### config.mk
export PLATFORM = sky130hd
export DESIGN_NAME = ssp_uart_host_master_flat
export DESIGN_NICKNAME = d
export VERILOG_FILES = /design/src/rtl/ssp_uart_host_master_if.sv /design/src/rtl/ssp_uart_host_master.sv /design/src/flat_wrapper.sv
export SDC_FILE = /design/constraint.sdc
export NUM_CORES = 1
export LEC_CHECK = 0
export BUFFER_PORTS_ARGS = -buffer_cell sky130_fd_sc_hd__buf_2
export CAP_MARGIN = 20
export CORE_ASPECT_RATIO = 0.75
export CORE_MARGIN = 4
export CORE_UTILIZATION = 35
export CTS_CLUSTER_DIAMETER = 60
export CTS_CLUSTER_SIZE = 28
export DETAILED_ROUTE_END_ITERATION = 8
export PLACE_DENSITY_LB_ADDON = 0.12
export SLEW_MARGIN = 20
export SYNTH_ARGS = -nofsm -noshare
export SYNTH_HDL_FRONTEND = slang
export SYNTH_SLANG_ARGS = --single-unit
### constraint.sdc
create_clock -name Clk -period 2.02 [get_ports Clk]
set_clock_uncertainty 0.15 [all_clocks]
set_input_delay 0.606 -clock Clk [delete_from_list [all_inputs] [get_ports Clk]]
set_output_delay 0.606 -clock Clk [all_outputs]
set_load 0.005 [all_outputs]
### src/rtl/ssp_uart_host_master_if.sv
// Command/response port and SSP register-access bus of the SSP UART host master.
// The master modport is the initiator (host) view; slave is the opposite side.
interface ssp_uart_host_master_if;
  logic        cmd_valid;
  logic        cmd_ready;
  logic        cmd_wnr;
  logic [2:0]  cmd_ra;
  logic [11:0] cmd_wdata;
  logic        rsp_valid;
  logic [11:0] rsp_rdata;
  logic        busy;
  logic        SSP_SSEL;
  logic        SSP_SCK;
  logic [2:0]  SSP_RA;
  logic        SSP_WnR;
  logic        SSP_En;
  logic        SSP_EOC;
  logic [11:0] SSP_DI;
  logic [11:0] SSP_DO;

  modport master (
    input  cmd_valid, cmd_wnr, cmd_ra, cmd_wdata, SSP_DO,
    output cmd_ready, rsp_valid, rsp_rdata, busy,
    output SSP_SSEL, SSP_SCK, SSP_RA, SSP_WnR, SSP_En, SSP_EOC, SSP_DI
  );

  modport slave (
    output cmd_valid, cmd_wnr, cmd_ra, cmd_wdata, SSP_DO,
    input  cmd_ready, rsp_valid, rsp_rdata, busy,
    input  SSP_SSEL, SSP_SCK, SSP_RA, SSP_WnR, SSP_En, SSP_EOC, SSP_DI
  );
endinterface

### src/rtl/ssp_uart_host_master.sv
// SSP initiator for the UART register port: one 16-SCK-period frame per accepted
// command (4 header periods, 12 data periods), then an idle gap before the next.
module ssp_uart_host_master #(
  parameter int SCK_DIV = 2,
  parameter int GAP     = 4
) (
  input logic                    Clk,
  input logic                    Rst,
  ssp_uart_host_master_if.master bus
);

  localparam int DIV_W = (SCK_DIV > 1) ? $clog2(SCK_DIV) : 1;
  localparam int GAP_W = (GAP > 1) ? $clog2(GAP) : 1;
  localparam logic [DIV_W-1:0] DIV_LAST = DIV_W'(SCK_DIV - 1);
  localparam logic [DIV_W-1:0] DIV_ONE  = DIV_W'(1);
  localparam logic [GAP_W-1:0] GAP_LAST = GAP_W'((GAP > 0) ? (GAP - 1) : 0);
  localparam logic [GAP_W-1:0] GAP_ONE  = GAP_W'(1);

  typedef enum logic [1:0] {ST_IDLE, ST_HDR, ST_DATA, ST_GAP} state_t;

  state_t             state_r;
  logic [DIV_W-1:0]   div_cnt_r;
  logic [3:0]         per_r;
  logic [GAP_W-1:0]   gap_cnt_r;
  logic [11:0]        cap_r;
  logic               cmd_ready_r;
  logic               rsp_valid_r;
  logic [11:0]        rsp_rdata_r;
  logic               busy_r;
  logic               ssel_r;
  logic               sck_r;
  logic [2:0]         ra_r;
  logic               wnr_r;
  logic               en_r;
  logic               eoc_r;
  logic [11:0]        di_r;

  // Frame sequencer: SCK divider, period counter, bus outputs and response.
  always_ff @(posedge Clk or posedge Rst) begin
    if (Rst) begin
      state_r     <= ST_IDLE;
      div_cnt_r   <= {DIV_W{1'b0}};
      per_r       <= 4'd0;
      gap_cnt_r   <= {GAP_W{1'b0}};
      cap_r       <= 12'd0;
      cmd_ready_r <= 1'b1;
      rsp_valid_r <= 1'b0;
      rsp_rdata_r <= 12'd0;
      busy_r      <= 1'b0;
      ssel_r      <= 1'b0;
      sck_r       <= 1'b0;
      ra_r        <= 3'd0;
      wnr_r       <= 1'b0;
      en_r        <= 1'b0;
      eoc_r       <= 1'b0;
      di_r        <= 12'd0;
    end else begin
      rsp_valid_r <= 1'b0;
      case (state_r)
        ST_IDLE: begin
          if (bus.cmd_valid && cmd_ready_r) begin
            state_r     <= ST_HDR;
            cmd_ready_r <= 1'b0;
            busy_r      <= 1'b1;
            ssel_r      <= 1'b1;
            sck_r       <= 1'b0;
            ra_r        <= bus.cmd_ra;
            wnr_r       <= bus.cmd_wnr;
            di_r        <= bus.cmd_wnr ? bus.cmd_wdata : 12'd0;
            en_r        <= 1'b0;
            eoc_r       <= 1'b0;
            div_cnt_r   <= {DIV_W{1'b0}};
            per_r       <= 4'd0;
            cap_r       <= 12'd0;
          end else begin
            state_r <= ST_IDLE;
          end
        end
        ST_HDR, ST_DATA: begin
          if (div_cnt_r == DIV_LAST) begin
            div_cnt_r <= {DIV_W{1'b0}};
            sck_r     <= ~sck_r;
            if (!sck_r) begin
              // Slave samples on this rising edge; read data is valid during EOC.
              if (eoc_r) begin
                cap_r <= bus.SSP_DO;
              end else begin
                cap_r <= cap_r;
              end
            end else if (per_r == 4'd15) begin
              ssel_r      <= 1'b0;
              en_r        <= 1'b0;
              eoc_r       <= 1'b0;
              ra_r        <= 3'd0;
              wnr_r       <= 1'b0;
              di_r        <= 12'd0;
              rsp_valid_r <= 1'b1;
              rsp_rdata_r <= wnr_r ? 12'd0 : cap_r;
              per_r       <= 4'd0;
              gap_cnt_r   <= {GAP_W{1'b0}};
              if (GAP == 0) begin
                state_r     <= ST_IDLE;
                busy_r      <= 1'b0;
                cmd_ready_r <= 1'b1;
              end else begin
                state_r <= ST_GAP;
              end
            end else begin
              per_r <= per_r + 4'd1;
              if (per_r == 4'd3) begin
                en_r    <= 1'b1;
                state_r <= ST_DATA;
              end else begin
                state_r <= state_r;
              end
              if (per_r == 4'd14) begin
                eoc_r <= 1'b1;
              end else begin
                eoc_r <= eoc_r;
              end
            end
          end else begin
            div_cnt_r <= div_cnt_r + DIV_ONE;
          end
        end
        ST_GAP: begin
          if (gap_cnt_r == GAP_LAST) begin
            state_r     <= ST_IDLE;
            busy_r      <= 1'b0;
            cmd_ready_r <= 1'b1;
            gap_cnt_r   <= {GAP_W{1'b0}};
          end else begin
            gap_cnt_r <= gap_cnt_r + GAP_ONE;
          end
        end
        default: begin
          state_r     <= ST_IDLE;
          busy_r      <= 1'b0;
          cmd_ready_r <= 1'b1;
        end
      endcase
    end
  end

  assign bus.cmd_ready = cmd_ready_r;
  assign bus.rsp_valid = rsp_valid_r;
  assign bus.rsp_rdata = rsp_rdata_r;
  assign bus.busy      = busy_r;
  assign bus.SSP_SSEL  = ssel_r;
  assign bus.SSP_SCK   = sck_r;
  assign bus.SSP_RA    = ra_r;
  assign bus.SSP_WnR   = wnr_r;
  assign bus.SSP_En    = en_r;
  assign bus.SSP_EOC   = eoc_r;
  assign bus.SSP_DI    = di_r;

endmodule
### src/flat_wrapper.sv
// flat-port wrapper written by rule: the top's interface ports become plain ports
module ssp_uart_host_master_flat 
#(
  parameter int SCK_DIV = 2,
  parameter int GAP     = 4
)
  (Clk, Rst, bus_cmd_valid, bus_cmd_wnr, bus_cmd_ra, bus_cmd_wdata, bus_SSP_DO, bus_cmd_ready, bus_rsp_valid, bus_rsp_rdata, bus_busy, bus_SSP_SSEL, bus_SSP_SCK, bus_SSP_RA, bus_SSP_WnR, bus_SSP_En, bus_SSP_EOC, bus_SSP_DI);
  ssp_uart_host_master_if bus_i ();
  input logic Clk;
  input logic Rst;
  input wire logic [$bits(bus_i.cmd_valid)-1:0] bus_cmd_valid;
  input wire logic [$bits(bus_i.cmd_wnr)-1:0] bus_cmd_wnr;
  input wire logic [$bits(bus_i.cmd_ra)-1:0] bus_cmd_ra;
  input wire logic [$bits(bus_i.cmd_wdata)-1:0] bus_cmd_wdata;
  input wire logic [$bits(bus_i.SSP_DO)-1:0] bus_SSP_DO;
  output wire logic [$bits(bus_i.cmd_ready)-1:0] bus_cmd_ready;
  output wire logic [$bits(bus_i.rsp_valid)-1:0] bus_rsp_valid;
  output wire logic [$bits(bus_i.rsp_rdata)-1:0] bus_rsp_rdata;
  output wire logic [$bits(bus_i.busy)-1:0] bus_busy;
  output wire logic [$bits(bus_i.SSP_SSEL)-1:0] bus_SSP_SSEL;
  output wire logic [$bits(bus_i.SSP_SCK)-1:0] bus_SSP_SCK;
  output wire logic [$bits(bus_i.SSP_RA)-1:0] bus_SSP_RA;
  output wire logic [$bits(bus_i.SSP_WnR)-1:0] bus_SSP_WnR;
  output wire logic [$bits(bus_i.SSP_En)-1:0] bus_SSP_En;
  output wire logic [$bits(bus_i.SSP_EOC)-1:0] bus_SSP_EOC;
  output wire logic [$bits(bus_i.SSP_DI)-1:0] bus_SSP_DI;
  assign bus_i.cmd_valid = bus_cmd_valid;
  assign bus_i.cmd_wnr = bus_cmd_wnr;
  assign bus_i.cmd_ra = bus_cmd_ra;
  assign bus_i.cmd_wdata = bus_cmd_wdata;
  assign bus_i.SSP_DO = bus_SSP_DO;
  assign bus_cmd_ready = bus_i.cmd_ready;
  assign bus_rsp_valid = bus_i.rsp_valid;
  assign bus_rsp_rdata = bus_i.rsp_rdata;
  assign bus_busy = bus_i.busy;
  assign bus_SSP_SSEL = bus_i.SSP_SSEL;
  assign bus_SSP_SCK = bus_i.SSP_SCK;
  assign bus_SSP_RA = bus_i.SSP_RA;
  assign bus_SSP_WnR = bus_i.SSP_WnR;
  assign bus_SSP_En = bus_i.SSP_En;
  assign bus_SSP_EOC = bus_i.SSP_EOC;
  assign bus_SSP_DI = bus_i.SSP_DI;
  ssp_uart_host_master #(.SCK_DIV(SCK_DIV), .GAP(GAP)) u_core (.Clk(Clk), .Rst(Rst), .bus(bus_i));
endmodule
# Word level (Yosys, flattened, before mapping)

Cells that the tools add are included.

Reductions and logical operators: 17
Muxes and demuxes: 64
Eq/ne operators: 16
Bitwise operators: 1
$add $sub $neg: 3

Operators with widths:

| kind                  | count |
|---|---|
| $mux W12              | 10 |
| $pmux W12 S2          | 2 |
| $mux W1               | 23 |
| $reduce_and A5 Y1     | 4 |
| $mux W2               | 9 |
| $mux W4               | 4 |
| $pmux W1 S2           | 8 |
| $reduce_and A4 Y1     | 4 |
| $mux W3               | 4 |
| $ne A2 B1 Y1 const B  | 6 |
| $eq A4 B4 Y1 const B  | 2 |
| $pmux W4 S2           | 1 |
| $eq A2 B2 Y1 const B  | 3 |
| $ne A3 B1 Y1 const B  | 2 |
| $pmux W2 S3           | 1 |
| $pmux W3 S2           | 1 |
| $reduce_and A3 Y1     | 2 |
| $reduce_bool A2 Y1    | 3 |
| $add A4 B1 Y4 const B | 1 |
| $eq A4 B2 Y1 const B  | 1 |
| $pmux W2 S2           | 1 |
| $add A2 B1 Y2 const B | 1 |
| $eq A2 B1 Y1 const B  | 1 |
| $logic_not A2 Y1      | 1 |
| 6 further kinds       | 6 |

Word-level logic and storage cells: 117
Bits in registers: 56
Output and inout port bits: 35
Input port bits: 31

# Depth between registers and ports, before layout

Word-level depth: 6
Mapped depth: 10
Depth with buffers taken out: 7

# Worst setup path after synthesis

Ideal clock, no wire load.

Kind: reg2reg
Start: register u_core.state_r[0]
End: register u_core.di_r[0] (netlist: u_core.bus.SSP_DI[0])
Stages on the path, launching flop included: 9
Slack: 66 ps
Period minus slack after synthesis: 1954 ps
Arrival time: 1683 ps
Path buffers: 2
Cell sequence: dfrtp_1 -> inv_1 -> ha_1 -> buf_6 -> a21boi_2 -> nor3_2 -> nand2_2 -> buf_2 -> a22o_1

Longest elaborated chain between the ends: 4
Elaborated cells on any way between the ends: 11
Those cells by class: eq/ne (6); mux (1); reduce/logical (4)

Ends and longest elaborated chain:

| item                                                                | RTL line                    | text |
|---|---|---|
| start: declaration                                                  | ssp_uart_host_master.sv:21  | `state_t state_r;` |
| start signal: assignment                                            | ssp_uart_host_master.sv:114 | `state_r <= state_r;` |
| $eq A2 B1 Y1 / $eq A2 B2 Y1 (equally long branches)                 | ssp_uart_host_master.sv:59  | `case (state_r)` |
| $reduce_or A2 Y1                                                    | ssp_uart_host_master.sv:59  |  |
| $ne A2 B1 Y1 (no line) / $reduce_bool A2 Y1 (equally long branches) | -                           |  |
| $reduce_and A5 Y1 (no line)                                         | -                           |  |
| end signal: assignment                                              | ssp_uart_host_master.sv:69  | `di_r <= bus.cmd_wnr ? bus.cmd_wdata : 12'd0;` |
| end: declaration                                                    | ssp_uart_host_master.sv:36  | `logic [11:0] di_r;` |

Parallel ways exist; a longest one is shown, timed or not.
A chain may end at the register's enable or synchronous reset.

# Worst setup path after layout

Start: register u_core.state_r[1]
End: register u_core.per_r[2]

Longest elaborated chain between the ends: 4
Elaborated cells on any way between the ends: 10
Those cells by class: eq/ne (5); mux (1); reduce/logical (4)

Ends and longest elaborated chain:

| item                                                                | RTL line                    | text |
|---|---|---|
| $eq A2 B1 Y1 / $eq A2 B2 Y1 (equally long branches)                 | ssp_uart_host_master.sv:59  |  |
| $reduce_or A2 Y1                                                    | ssp_uart_host_master.sv:59  |  |
| $ne A2 B1 Y1 (no line) / $reduce_bool A2 Y1 (equally long branches) | -                           |  |
| $reduce_and A4 Y1 (no line)                                         | -                           |  |
| end signal: assignment                                              | ssp_uart_host_master.sv:109 | `per_r <= per_r + 4'd1;` |
| end: declaration                                                    | ssp_uart_host_master.sv:23  | `logic [3:0] per_r;` |

Parallel ways exist; a longest one is shown, timed or not.

==> impl_metrics.toml <==
[status]
status = "complete, no violations"

[yosys]
muxShareOfSynthArea_pct = 1.76
synth_flop_cell = "dfrtp_1"
synth_compound_gate_area_share_pct = 15.5
avgSynthCellArea_um2 = 10.6
ys_types = 40
synthesis.area_um2 = 2490
syn_inst = 236
synth_fa_ha_area_share_pct = 3.02
synthXorXnorAreaFrac_pct = 0
synthArstFlopShare_pct = 100
synth_nets = 273
ys_ff_latch = 56
synth_edf_count = 0
synth_top_family_by_area = "simple AND/OR/NAND/NOR gates"
yosysWarnings = 0
synth_simple_gate_area_share_pct = 19.2
seq_area_frac_synth_pct = 56.3

[floorplanning]
core-area_um2 = 6860
die_w_um = 105
fp.dieH_um = 81.0
start_util_pct = 36.3
die-area_um2 = 8540
ioPinCount = 66
row_count = 26

[setup_path]
cp_cell_sequence = "inv_1 > ha_4 > buf_6 > nor2_1 > nor3_4 > o21ai_1 > a22o_1"
slowest_delay_ns = 0.38
required_ns = 2.07
startpoint = "u_core.state_r[1]"
worst-path-max-fanout = 13
crit_arrival_ns = 1.94
worst_path_max_delay_cell = "dfrtp_1"
cp-end-kind = "register"
rr_startpoint = "u_core.state_r[1]"
worst-setup-path-type = "register to register"
cp-start-kind = "register"

[route]
drtPass1Iterations = 4
routedWlPerCell_um = 13.5
viasPerCell = 4.63
drtIter0Drc = 46
wirelength_mm = 5.48
vias = 1884
post-route-drc-count = 0
final_antenna_net_count = 0

[placed_design]
placedCellCount = 397
dpl_worst_slack_ns = -0.0682
detailed_place_hpwl_mm = 3.90
port_buffers = 65
finalWeightedCongestion = 0.753

[pwr]
ir_drop_mv = 0.419
powerDensity_nw_per_um2 = 1060
cellLeakagePower_uw = 0.00156
power.total_uw = 3330

[timing]
tightest_slew_ns = 0.307
drv_slew = 0
setup_viol = 0
rsz0062_at_grt = "false"
hold_viol = 0
fin_crit_sh_pct = 93.6
whs_ns = 0.204
max_freq_mhz = 529
min_period_ns = 1.89
slew_headroom_pct = 79.5
setup_ws_ns = 0.129

[grt]
antenna_found_initial = 0
grt_first_pass_wirelength_mm = 9.10
grt_pass1_vias = 1822
grt_max_degree = 57
gr-usage-all-layers_pct = 13.4
met1_usage_pct = 19.4
overflow = 0
busiest_layer = "met2"
gr-usage-met3_pct = 3.81
met2_usage_pct = 19.7

[clock_network]
insertion_delay_ns = 0.30
htree_num_levels = 2
cts_buffer_depth = 2
clkTransAtPathRegs_ns = 0.10
postCtsHoldBufs = 0
cts_buffers = 5
cts.sinks = 56
cts_tree = "done"
cts-root-buf = "clkbuf_8"

[finish]
utilization_pct = 45.7
diodes = 0
nNetsFinal = 345
fill_cells = 693
drive_gt1_share_pct = 32.0
syn_to_final_growth_pct = 25.9
layoutNonFillerInstCount = 407

[worst_hold_path]
hold_path.class = "primary input to async pin"

[run]
maxCapViolCount = 0
-- layout make-up --
| type | count | area (um^2) | area share [%] |
|---|---|---|---|
| Inverter | 8 | 33.8 | 1.08 |
| Multi-Input combinational cell | 159 | 1020 | 32.5 |
| Clock inverter | 1 | 7.51 | 0.240 |
| Timing Repair Buffer | 78 | 464 | 14.8 |
| Clock buffer | 7 | 86.3 | 2.75 |
| Sequential cell | 56 | 1400 | 44.8 |
| Tap cell | 98 | 123 | 3.91 |
-- through the flow --
stage / TNS (ns) / cell area (um^2)
6_report: 0 / 3130
5_1_grt: 0 / 3130
4_1_cts: 0 / 3080
3_5_place_dp: -0.508 / 2980
3_3_place_gp: -0.0649 / 2980
2_1_floorplan: 0 / 2490
-- flip-flops by register name, indices dropped and copies added, names as in the netlist, 2 cells and up --
signal	count
u_core.bus.SSP_DI	12
u_core.bus.SSP_RA	3
u_core.bus.rsp_rdata	12
u_core.cap_r	12
u_core.gap_cnt_r	2
u_core.per_r	4
u_core.state_r	2
-- synthesized netlist by cell type, types with 2 or more instances --
cell	n	area, um^2
o21ai_0	21	105
dfrtp_1	55	1380
nor2_1	4	15.0
buf_6	2	22.5
nand2b_1	3	18.8
ha_1	6	75.1
clkbuf_1	3	11.3
a21o_1	2	15.0
a21oi_1	3	15.0
nand3_1	6	30.0
a22o_1	17	149
nand2_1	58	218
nor2b_1	2	12.5
nor3_2	2	20.0
nand3b_1	13	97.6
mux2_1	2	22.5
buf_2	8	40.0
inv_1	7	26.3
-- repair_timing --
item / CTS / global route
resized for setup: 2 / 5
pin swaps: 1 / 2
setup endpoints to repair: 2 / 16
setup buffers: 0 / 2
cloned: 0 / 0
-- power breakdown --
part	internal, uW	switching [uW]	leakage, uW	total (uW)
Sequential	1410	196	0.000732	1600
Combinational	561	532	0.000781	1090
Clock	280	355	0.0000445	634
-- final timing paths --
| path | to | slack [ns] | cells after the start |
|---|---|---|---|
| max | u_core.per_r[2] | 0.13 | 7 |
| min | u_core.bus.SSP_RA[1] | 0.20 | 3 |
| max reg2reg | u_core.per_r[2] | 0.13 | 7 |
| min reg2reg | u_core.bus.rsp_rdata[6] | 0.31 | 2 |
| max in group asynchronous | u_core.bus.cmd_ready | 1.21 | 3 |
| min in group Clk | u_core.bus.rsp_rdata[6] | 0.31 | 2 |
-- kinds of logic (layout without fill, tap and decap cells) --
logic type	Yosys count	after routing
AO/OA/AOI/OAI	53	53
adder cells (fa/ha/maj)	6	6
buffers and inverters	21	94
flip-flops	56	56
multiplexers	4	4
AND/OR/NAND/NOR	96	96
-- placed cells by master, fill, tap and decap left out, drive strengths merged, types with 2 or more instances in the layout --
cell	instances
clkinvlp	2
a21boi	2
o21ai	21
nand3b	13
buf	78
a22o	17
nand2	59
nand2b	3
dfrtp	55
nor3	3
a21oi	3
nand3	6
nor2b	2
or2	2
clkbuf	7
a21o	2
ha	6
nor2	4
mux2	3
inv	7
-- worst max-delay path: cells and delay by family, from the launching register on --
family | cells | cell delay (ns)
buffers and inverters | 2 | 0.23
adders and majority gates | 1 | 0.29
and+or+nand+nor | 2 | 0.38
AOI/OAI and AO/OA | 2 | 0.36
DFF | 1 | 0.38
-- metal layers --
metal  vias to the layer above  wire [um]
met2                        49       2290
li1                        949          -
met3                         7        319
met1                       879       2800
met5                         -          0
met4                         0         65
Note: power is estimated with default switching activity, not from simulation.
